### config.mk
export PLATFORM = sky130hd
export DESIGN_NAME = cache_controller
export DESIGN_NICKNAME = d
export VERILOG_FILES = /design/src/rtl/cache_pkg.sv /design/src/rtl/cache_controller_sat_counter.sv /design/src/rtl/cache_controller.sv
export SDC_FILE = /design/constraint.sdc
export NUM_CORES = 1
export LEC_CHECK = 0
export CAP_MARGIN = 25
export CORE_AREA = 2 2 147 149
export CTS_CLUSTER_SIZE = 14
export DETAILED_ROUTE_END_ITERATION = 16
export DIE_AREA = 0 0 149 151
export HOLD_SLACK_MARGIN = 0.06
export MAX_ROUTING_LAYER = met4
export PLACE_DENSITY = 0.68
export SYNTH_ARGS = -nofsm -noshare
export SYNTH_HDL_FRONTEND = slang
export SYNTH_SLANG_ARGS = --single-unit
export TNS_END_PERCENT = 10
### constraint.sdc
create_clock -name clk -period 4 [get_ports clk]
set_clock_uncertainty 0.15 [all_clocks]
set_input_delay 0.8 -clock clk [delete_from_list [all_inputs] [get_ports clk]]
set_output_delay 0.8 -clock clk [all_outputs]
set_load 0.005 [all_outputs]
### src/rtl/cache_pkg.sv
// Shared types and sizes for the write-through cache controller.
package cache_pkg;
    typedef enum logic [1:0] {
        IDLE  = 2'd0,
        FILL  = 2'd1,
        WRITE = 2'd2
    } state_t;

    localparam logic [31:0] BASE_ADDR_DEFAULT = 32'd1024;
    localparam int          CACHE_ADDR_W      = 17;
    localparam int          LINE_W            = 64;
endpackage

### src/rtl/cache_controller_sat_counter.sv
// Saturating up-counter used for hit/miss statistics.
module sat_counter #(
    parameter int W = 16
) (
    input  logic         clk,
    input  logic         rst,
    input  logic         inc,
    output logic [W-1:0] count
);
    always_ff @(posedge clk) begin
        if (!rst)
            count <= '0;
        else if (inc && (count != '1))
            count <= count + 1'b1;
    end
endmodule

### src/rtl/cache_controller.sv
// Write-through, no-write-allocate cache controller between CPU, cache array and SRAM.
module cache_controller
    import cache_pkg::*;
#(
    parameter logic [31:0] BASE_ADDR = BASE_ADDR_DEFAULT,
    parameter int          CNT_W     = 16
) (
    input  logic                    clk,
    input  logic                    rst,
    input  logic                    MEM_R_EN,
    input  logic                    MEM_W_EN,
    input  logic [31:0]             address,
    input  logic [31:0]             wdata,
    output logic [31:0]             rdata,
    output logic                    ready,
    output logic [CACHE_ADDR_W-1:0] cache_address,
    output logic [LINE_W-1:0]       cache_wdata,
    output logic                    cache_we,
    output logic                    cache_re,
    output logic                    cache_invalidate,
    input  logic                    cache_hit,
    input  logic [31:0]             cache_rdata,
    output logic [31:0]             sram_address,
    output logic [31:0]             sram_wdata,
    output logic                    sram_re,
    output logic                    sram_we,
    input  logic [LINE_W-1:0]       sram_rdata,
    input  logic                    sram_ready,
    output logic [CNT_W-1:0]        hit_count,
    output logic [CNT_W-1:0]        miss_count
);
    state_t      state, state_nxt;
    logic [31:0] addr_q, data_q;
    logic        latch_addr, latch_data;
    logic        hit_inc, miss_inc;
    logic [31:0] offset;
    logic        unused_offset_bits;

    always_ff @(posedge clk) begin
        if (!rst) begin
            state  <= IDLE;
            addr_q <= '0;
            data_q <= '0;
        end else begin
            state <= state_nxt;
            if (latch_addr) addr_q <= address;
            if (latch_data) data_q <= wdata;
        end
    end

    // Live address while idle so a hit can be looked up with zero stall.
    assign offset             = ((state == IDLE) ? address : addr_q) - BASE_ADDR;
    assign cache_address      = offset[18:2];
    assign unused_offset_bits = ^{offset[31:19], offset[1:0]};

    always_comb begin
        state_nxt        = state;
        ready            = 1'b1;
        rdata            = '0;
        cache_we         = 1'b0;
        cache_re         = 1'b0;
        cache_invalidate = 1'b0;
        cache_wdata      = '0;
        sram_address     = '0;
        sram_wdata       = '0;
        sram_re          = 1'b0;
        sram_we          = 1'b0;
        latch_addr       = 1'b0;
        latch_data       = 1'b0;
        hit_inc          = 1'b0;
        miss_inc         = 1'b0;
        // Outputs stay quiet while reset is asserted, whatever the state register holds.
        if (rst) begin
            case (state)
                IDLE: begin
                    if (MEM_W_EN) begin
                        cache_invalidate = 1'b1;
                        latch_addr       = 1'b1;
                        latch_data       = 1'b1;
                        ready            = 1'b0;
                        state_nxt        = WRITE;
                    end else if (MEM_R_EN) begin
                        if (cache_hit) begin
                            cache_re = 1'b1;
                            rdata    = cache_rdata;
                            hit_inc  = 1'b1;
                        end else begin
                            latch_addr = 1'b1;
                            miss_inc   = 1'b1;
                            ready      = 1'b0;
                            state_nxt  = FILL;
                        end
                    end
                end
                FILL: begin
                    sram_re      = 1'b1;
                    sram_address = addr_q;
                    ready        = 1'b0;
                    if (sram_ready) begin
                        cache_we    = 1'b1;
                        cache_wdata = sram_rdata;
                        rdata       = addr_q[2] ? sram_rdata[LINE_W-1:32] : sram_rdata[31:0];
                        ready       = 1'b1;
                        state_nxt   = IDLE;
                    end
                end
                WRITE: begin
                    sram_we      = 1'b1;
                    sram_address = addr_q;
                    sram_wdata   = data_q;
                    ready        = sram_ready;
                    if (sram_ready) state_nxt = IDLE;
                end
                default: state_nxt = IDLE;
            endcase
        end
    end

    sat_counter #(.W(CNT_W)) u_hit_cnt (
        .clk   (clk),
        .rst   (rst),
        .inc   (hit_inc),
        .count (hit_count)
    );

    sat_counter #(.W(CNT_W)) u_miss_cnt (
        .clk   (clk),
        .rst   (rst),
        .inc   (miss_inc),
        .count (miss_count)
    );
endmodule

==> Yosys cells after proc, flatten, opt, wreduce, memory -nomap -nowiden <==
Cells that the tools add are included.
{ "classes": {"n_addsub": 3, "n_eq_ne": 7, "muxes": 47, "reduce_logical": 5} }
{ "op_table": {"columns": ["cell", "n"], "rows": [
  ["$mux W32", 10],
  ["$mux W64", 3],
  ["$pmux W32 S2", 1],
  ["$add A16 B1 Y16 const B", 2],
  ["$ne A16 B16 Y1 const B", 2],
  ["$mux W1", 26],
  ["$mux W19", 1],
  ["$sub A19 B11 Y19 const B", 1],
  ["$mux W2", 4],
  ["$ne A3 B3 Y1 const B", 2],
  ["$pmux W2 S2", 1],
  ["$pmux W1 S3", 1],
  ["$reduce_and A3 Y1", 1],
  ["$eq A2 B1 Y1 const B", 1],
  ["$eq A2 B2 Y1 const B", 1],
  ["$logic_and A1 B1 Y1", 2],
  ["$logic_not A2 Y1", 1],
  ["$ne A2 B1 Y1 const B", 1],
  ["$reduce_or A2 Y1", 1]
]} }
{ "totals": {"ff_bits": 98, "in_bits": 166, "out_inout_bits": 215, "elab_cells": 67} }

==> Longest topological paths before layout <==
{ "depth": {"word_depth": 6, "ltp_mapped": 11, "ltp_nobuf": 8} }

==> Modules after synthesis <==
A second synthesis with hierarchy kept.
{ "unflattened": {"cells_unflattened": 844, "hier_area_um2": 6513.7} }
{ "by_module_without_submodules": {"columns": ["module", "instances", "cells_each", "area_each_um2", "seq_area_each_um2"], "rows": [
  ["cache_controller", 1, 650, 4839.6, 1321.3],
  ["sat_counter", 2, 97, 837.1, 320.3]
]} }

==> Least setup slack after synthesis <==
OpenSTA, ideal clock, no wires.
{ "synth_path": {"path_type": "register -> output", "from": "register state[0]", "to": "output cache_address[16]", "arrival_ns": 2.407, "required_ns": 3.050, "setup_slack_ns": 0.643, "path_stages_with_launch": 12, "n_path_buf": 3, "cell_sequence": "dfxtp_1 > inv_1 > ha_1 > buf_2 > buf_2 > buf_2 > mux2i_1 > ha_1 > o211ai_1 > nor3_1 > xnor2_1 > mux2i_1"} }
{ "synth_via": {"elab_chain_cells": 3} }
{ "synth_lines": {"columns": ["item", "line", "text"], "rows": [
  ["from (decl)", "cache_controller.sv:32", "state_t state, state_nxt;"],
  ["from (signal assigned)", "cache_controller.sv:45", "state <= state_nxt;"],
  ["$logic_not A2 Y1", "cache_controller.sv:52", "assign offset = ((state == IDLE) ? address : addr_q) - BASE_ADDR;"],
  ["$mux W19", "cache_controller.sv:52", null],
  ["$sub A19 B11 Y19", "cache_controller.sv:52", null],
  ["to (decl)", "cache_controller.sv:16", "output logic [CACHE_ADDR_W-1:0] cache_address,"]
]} }
No other way between the ends.

==> Worst setup path in the final report <==
{ "layout_path": {"from": "input address[10]", "to": "output cache_address[16]"} }
{ "layout_via": {"elab_chain_cells": 2} }
{ "layout_lines": {"columns": ["item", "line", "text"], "rows": [
  ["from (decl)", "cache_controller.sv:12", "input logic [31:0] address,"],
  ["$mux W19", "cache_controller.sv:52", null],
  ["$sub A19 B11 Y19", "cache_controller.sv:52", null]
]} }
No other way between the ends.

==> results by group <==
Critical path
  • Reg2reg setup slack: 1.37 ns
  • R2r worst-path depth: 8
  • Endpoint of the most critical register-to-register path: u_hit_cnt.count[10]$_SDFFE_PN0P_
  • Stage delay of the slowest cell on the critical path: 0.53 ns
  • Total buffers and inverters traversed by the critical path: 2
  • Instance count on the critical path: 8
  • Critical path endpoint category: output port
  • Largest fanout on the critical path: 5
  • Origin of the critical flop-to-flop path: state[1]$_SDFFE_PN0P_
  • Arrival time at the worst endpoint: 3.00 ns
  • Nature of the critical path startpoint: primary input
  • Slowest cell on crit path: clkdlybuf4s50_1
  • Setup Crit Path Kind: primary input to output port
  • CP Data Required Time: 3.05 ns
  • Dominant delay contributor by cell family on the critical path: buffers and inverters
  • Critical path, cell by cell: clkdlybuf4s50_1 > mux2i_1 > ha_1 > o211ai_1 > nor3_1 > xnor2_1 > mux2i_1 > clkdlybuf4s50_1

GRT
  • First-pass GRT wire length: 37.5 mm
  • Maximum number of pins on one net before global-route repair: 73
  • Number of antenna violations at the first check in global routing: 7
  • Vias in the first global route: 6,494
  • GRT Overall Usage: 22.4%
  • Congestion Overflow GR: 0

Synth
  • Synth Area in Adders: 1.45%
  • Xor and xnor fraction of the mapped netlist area: 3.35%
  • Main combinational cell family by area after synthesis: simple AND/OR/NAND/NOR gates
  • Avg Inst Size Synth: 7.27 sq um
  • Seq cells post-synth: 98
  • Warnings, synthesis: 0
  • Cell area after synthesis: 0.00602 sq mm
  • Ys async rst share: 0%
  • Fraction of the mapped netlist area in simple logic gates: 37.1%
  • Compound-gate portion of the synthesized area: 11.7%
  • Number of distinct standard cells referenced by the synthesized netlist: 47
  • Number of synthesized flops with an enable pin: 0
  • Part of the Yosys area used for sequential elements: 32.6%
  • Number of cells produced by synthesis: 828
  • Multiplexer area fraction after synthesis: 9.31%
  • Total nets after synthesis: 1,001
  • Dominant synthesized flop cell: dfxtp_1

Drt
  • Number of search-and-repair iterations in the first detailed-routing pass: 5
  • Number of design rule violations left after detail routing: 0
  • Count of antenna-violating nets left after detailed routing: 0
  • Routed wire length: 26.0 mm
  • Vias after detailed routing: 7,046
  • Routed WL per cell: 17.7 um
  • Via density: 4.81
  • DR iter-0 viols: 326

Clock tree
  • Depth of the CTS H-tree: 3
  • CTS tree: yes
  • Clock transition at the registers of the reported paths: 0.07 ns
  • Number of sinks on the clock net: 98
  • Post-cts hold buffer count: 0
  • CTS root buf: clkbuf_16
  • Maximum buffer depth of the clock tree: 2
  • Clock latency on the worst-skew pair: 0.36 ns
  • CTS buffer count: 9

Pwr
  • Power density relative to cell area: 287 mW/mm^2
  • Leakage component of the power: 3.98 nW
  • Maximum resistive drop on vdd: 274 uV
  • Overall power: 0.00300 W

Floorplanning
  • Row count: 53
  • Boundary pin count: 381
  • Height of the die: 151 um
  • Overall die area: 0.0225 sq mm
  • Core Footprint: 0.0208 sq mm
  • DIE WIDTH: 149 um
  • Starting density of the core: 28.9%

Min path
  • Worst hold-check path type: flop to flop
  • Endpoint of the worst hold-timing path: addr_q[25]$_SDFFE_PN0P_
  • Worst Hold Launch: addr_q[25]$_SDFFE_PN0P_
  • Hold Path Depth: 2

Timing
  • Final count of negative-setup-slack endpoints: 0
  • Highest Clock Rate: 253 MHz
  • Fin crit share: 98.7%
  • Tightest slew margin relative to the limit: 53.8%
  • Count of final max-slew check failures: 0
  • Hold slack: 0.301 ns
  • Clock period minus worst slack: 3.95 ns
  • Transition time at the pin with the least slew margin: 0.693 ns
  • Final hold violation count: 0

Flow run
  • Count of maximum capacitance violations: 0

Layout
  • Fill cell count: 2,081
  • Core occupancy in the finished layout: 50.2%
  • Area of combinational cells with multiple inputs: 0.00380 sq mm
  • Area added between synthesis and finish: 73.7%
  • Number of nets at the end of the flow: 1,351
  • Post-route cell area: 0.0105 sq mm
  • Register Area: 0.00196 sq mm
  • Post-route insts no fill: 1,465
  • Layout cell share with drive strength beyond 1: 4.99%

Placement
  • Dpl cell area: 0.0101 sq mm
  • Routability Congestion: 0.897
  • Detailed placer's ending HPWL: 20.2 mm
  • Dpl cells: 1,441
  • Port Buf Inserts: 380

Outcome
  • Outcome: finished clean
[state kept, by name, summed over array words and instances (netlist names)]
| name | flops |
|---|---|
| u_hit_cnt.count | 16 |
| u_miss_cnt.count | 16 |
| addr_q | 32 |
| data_q | 32 |
| state | 2 |
[cells by family (layout without fill, tap and decap cells)]
group           after synthesis  after routing
fa+ha+maj                     7              7
other cells                   0              7
buf+inv                      69            424
simple gates                445            445
flops                        98             98
compound gates              131            131
mux                          55             55
xor+xnor                     23             23
[area by class of cell]
cell class                      instances  share of cell area [%]
Timing Repair Buffer                  401                    38.1
Tap cell                              275                    3.29
Antenna cell                            7                   0.168
Sequential cell                        98                    18.8
Multi-Input combinational cell        661                    36.3
Inverter                                7                   0.251
Clock inverter                          6                   0.921
Clock buffer                           10                    2.19
[repair_timing]
action	CTS	global route
gates resized for setup	0	2
setup buffers	0	1
endpoints found under the setup margin	0	2
[how the worst max path moves through the flow]
stage | to | slack [ns] | start
2_1_floorplan | cache_address[16] | 0.64 | state[0]$_SDFFE_PN0P_
3_3_place_gp | cache_address[16] | 0.13 | address[10]
3_5_place_dp | cache_address[16] | 0.07 | address[10]
4_1_cts | cache_address[16] | 0.07 | state[1]$_SDFFE_PN0P_
5_1_grt | cache_address[16] | -0.02 | address[10]
6_report | cache_address[16] | 0.05 | address[10]
[stage by stage]
| stage | TNS [ns] | setup slack, ns |
|---|---|---|
| 4_1_cts | 0 | 0.0674 |
| 6_report | 0 | 0.0534 |
| 5_1_grt | -0.0209 | -0.0209 |
| 2_1_floorplan | 0 | 0.643 |
| 3_5_place_dp | 0 | 0.0701 |
| 3_3_place_gp | 0 | 0.128 |
[placed cells by master, fill, tap and decap left out, types with 2 or more instances in the layout]
master           instances
a211oi_1                 5
a21oi_1                 74
and2_1                  67
and3_1                  66
and4_1                   5
buf_12                   2
buf_4                   19
bufinv_16                2
clkbuf_16                9
clkdlybuf4s50_1        379
dfxtp_1                 97
diode_2                  7
ha_1                     6
inv_1                    6
mux2_2                   8
mux2i_1                 46
nand2_1                151
nand2b_1                 5
nand3_1                  8
nand4_1                 14
nor2_1                  89
nor2b_1                  2
nor3_1                  18
nor3b_1                  2
nor4_1                   3
nor4_4                   2
o211ai_1                 2
o21ai_0                 41
or3_1                    2
xnor2_1                 17
xor2_1                   6
[worst register-to-register path, cell delays in order (launching register included)]
cell and delay, ns:
dfxtp_1 0.33, inv_1 0.11, ha_2 0.29, buf_4 0.30
nand4b_1 0.31, nor4_1 0.61, nand4_1 0.18, xor2_1 0.16
nor2_1 0.05
[power by group]
group,internal [W],switching [W]
Sequential,0.00104,0.0000458
Combinational,0.000505,0.000442
Clock,0.000557,0.000405
[per-layer routing]
metal  global-route usage [%]  routed length, um  vias to the layer above  share of wire (%)
li1                         -                  -                     3524                  -
met1                     24.4              10200                     3248                 39
met2                     38.7              13300                      252                 51
met3                     7.26               2050                       22                7.9
met4                     7.29                464                        0                1.8
met5                        -                  0                        -                  0
[synth_stat cells, types with 2 or more instances]
cell	number	area share [%]
ha_1	7	1.5
nor4_1	3	0.31
nor2_1	89	5.5
nor4_4	2	0.71
xnor2_1	17	2.5
inv_1	7	0.44
and4_1	5	0.73
nor3_1	18	1.5
mux2i_1	47	7.8
o21ai_0	41	3.4
a21oi_1	74	6.2
nand4_1	14	1.5
nand2b_1	5	0.52
nor3b_1	2	0.25
clkbuf_1	51	3.2
buf_1	3	0.19
buf_2	8	0.67
xor2_1	6	0.87
and3_1	67	7.0
mux2_2	8	1.5
o211ai_1	2	0.25
nand2_1	151	9.4
dfxtp_1	98	33
nor2b_1	2	0.21
nand3_1	8	0.67
and2_1	67	7.0
a211oi_1	5	0.62
or3_1	2	0.21
Note: power is estimated with default switching activity, not from simulation.
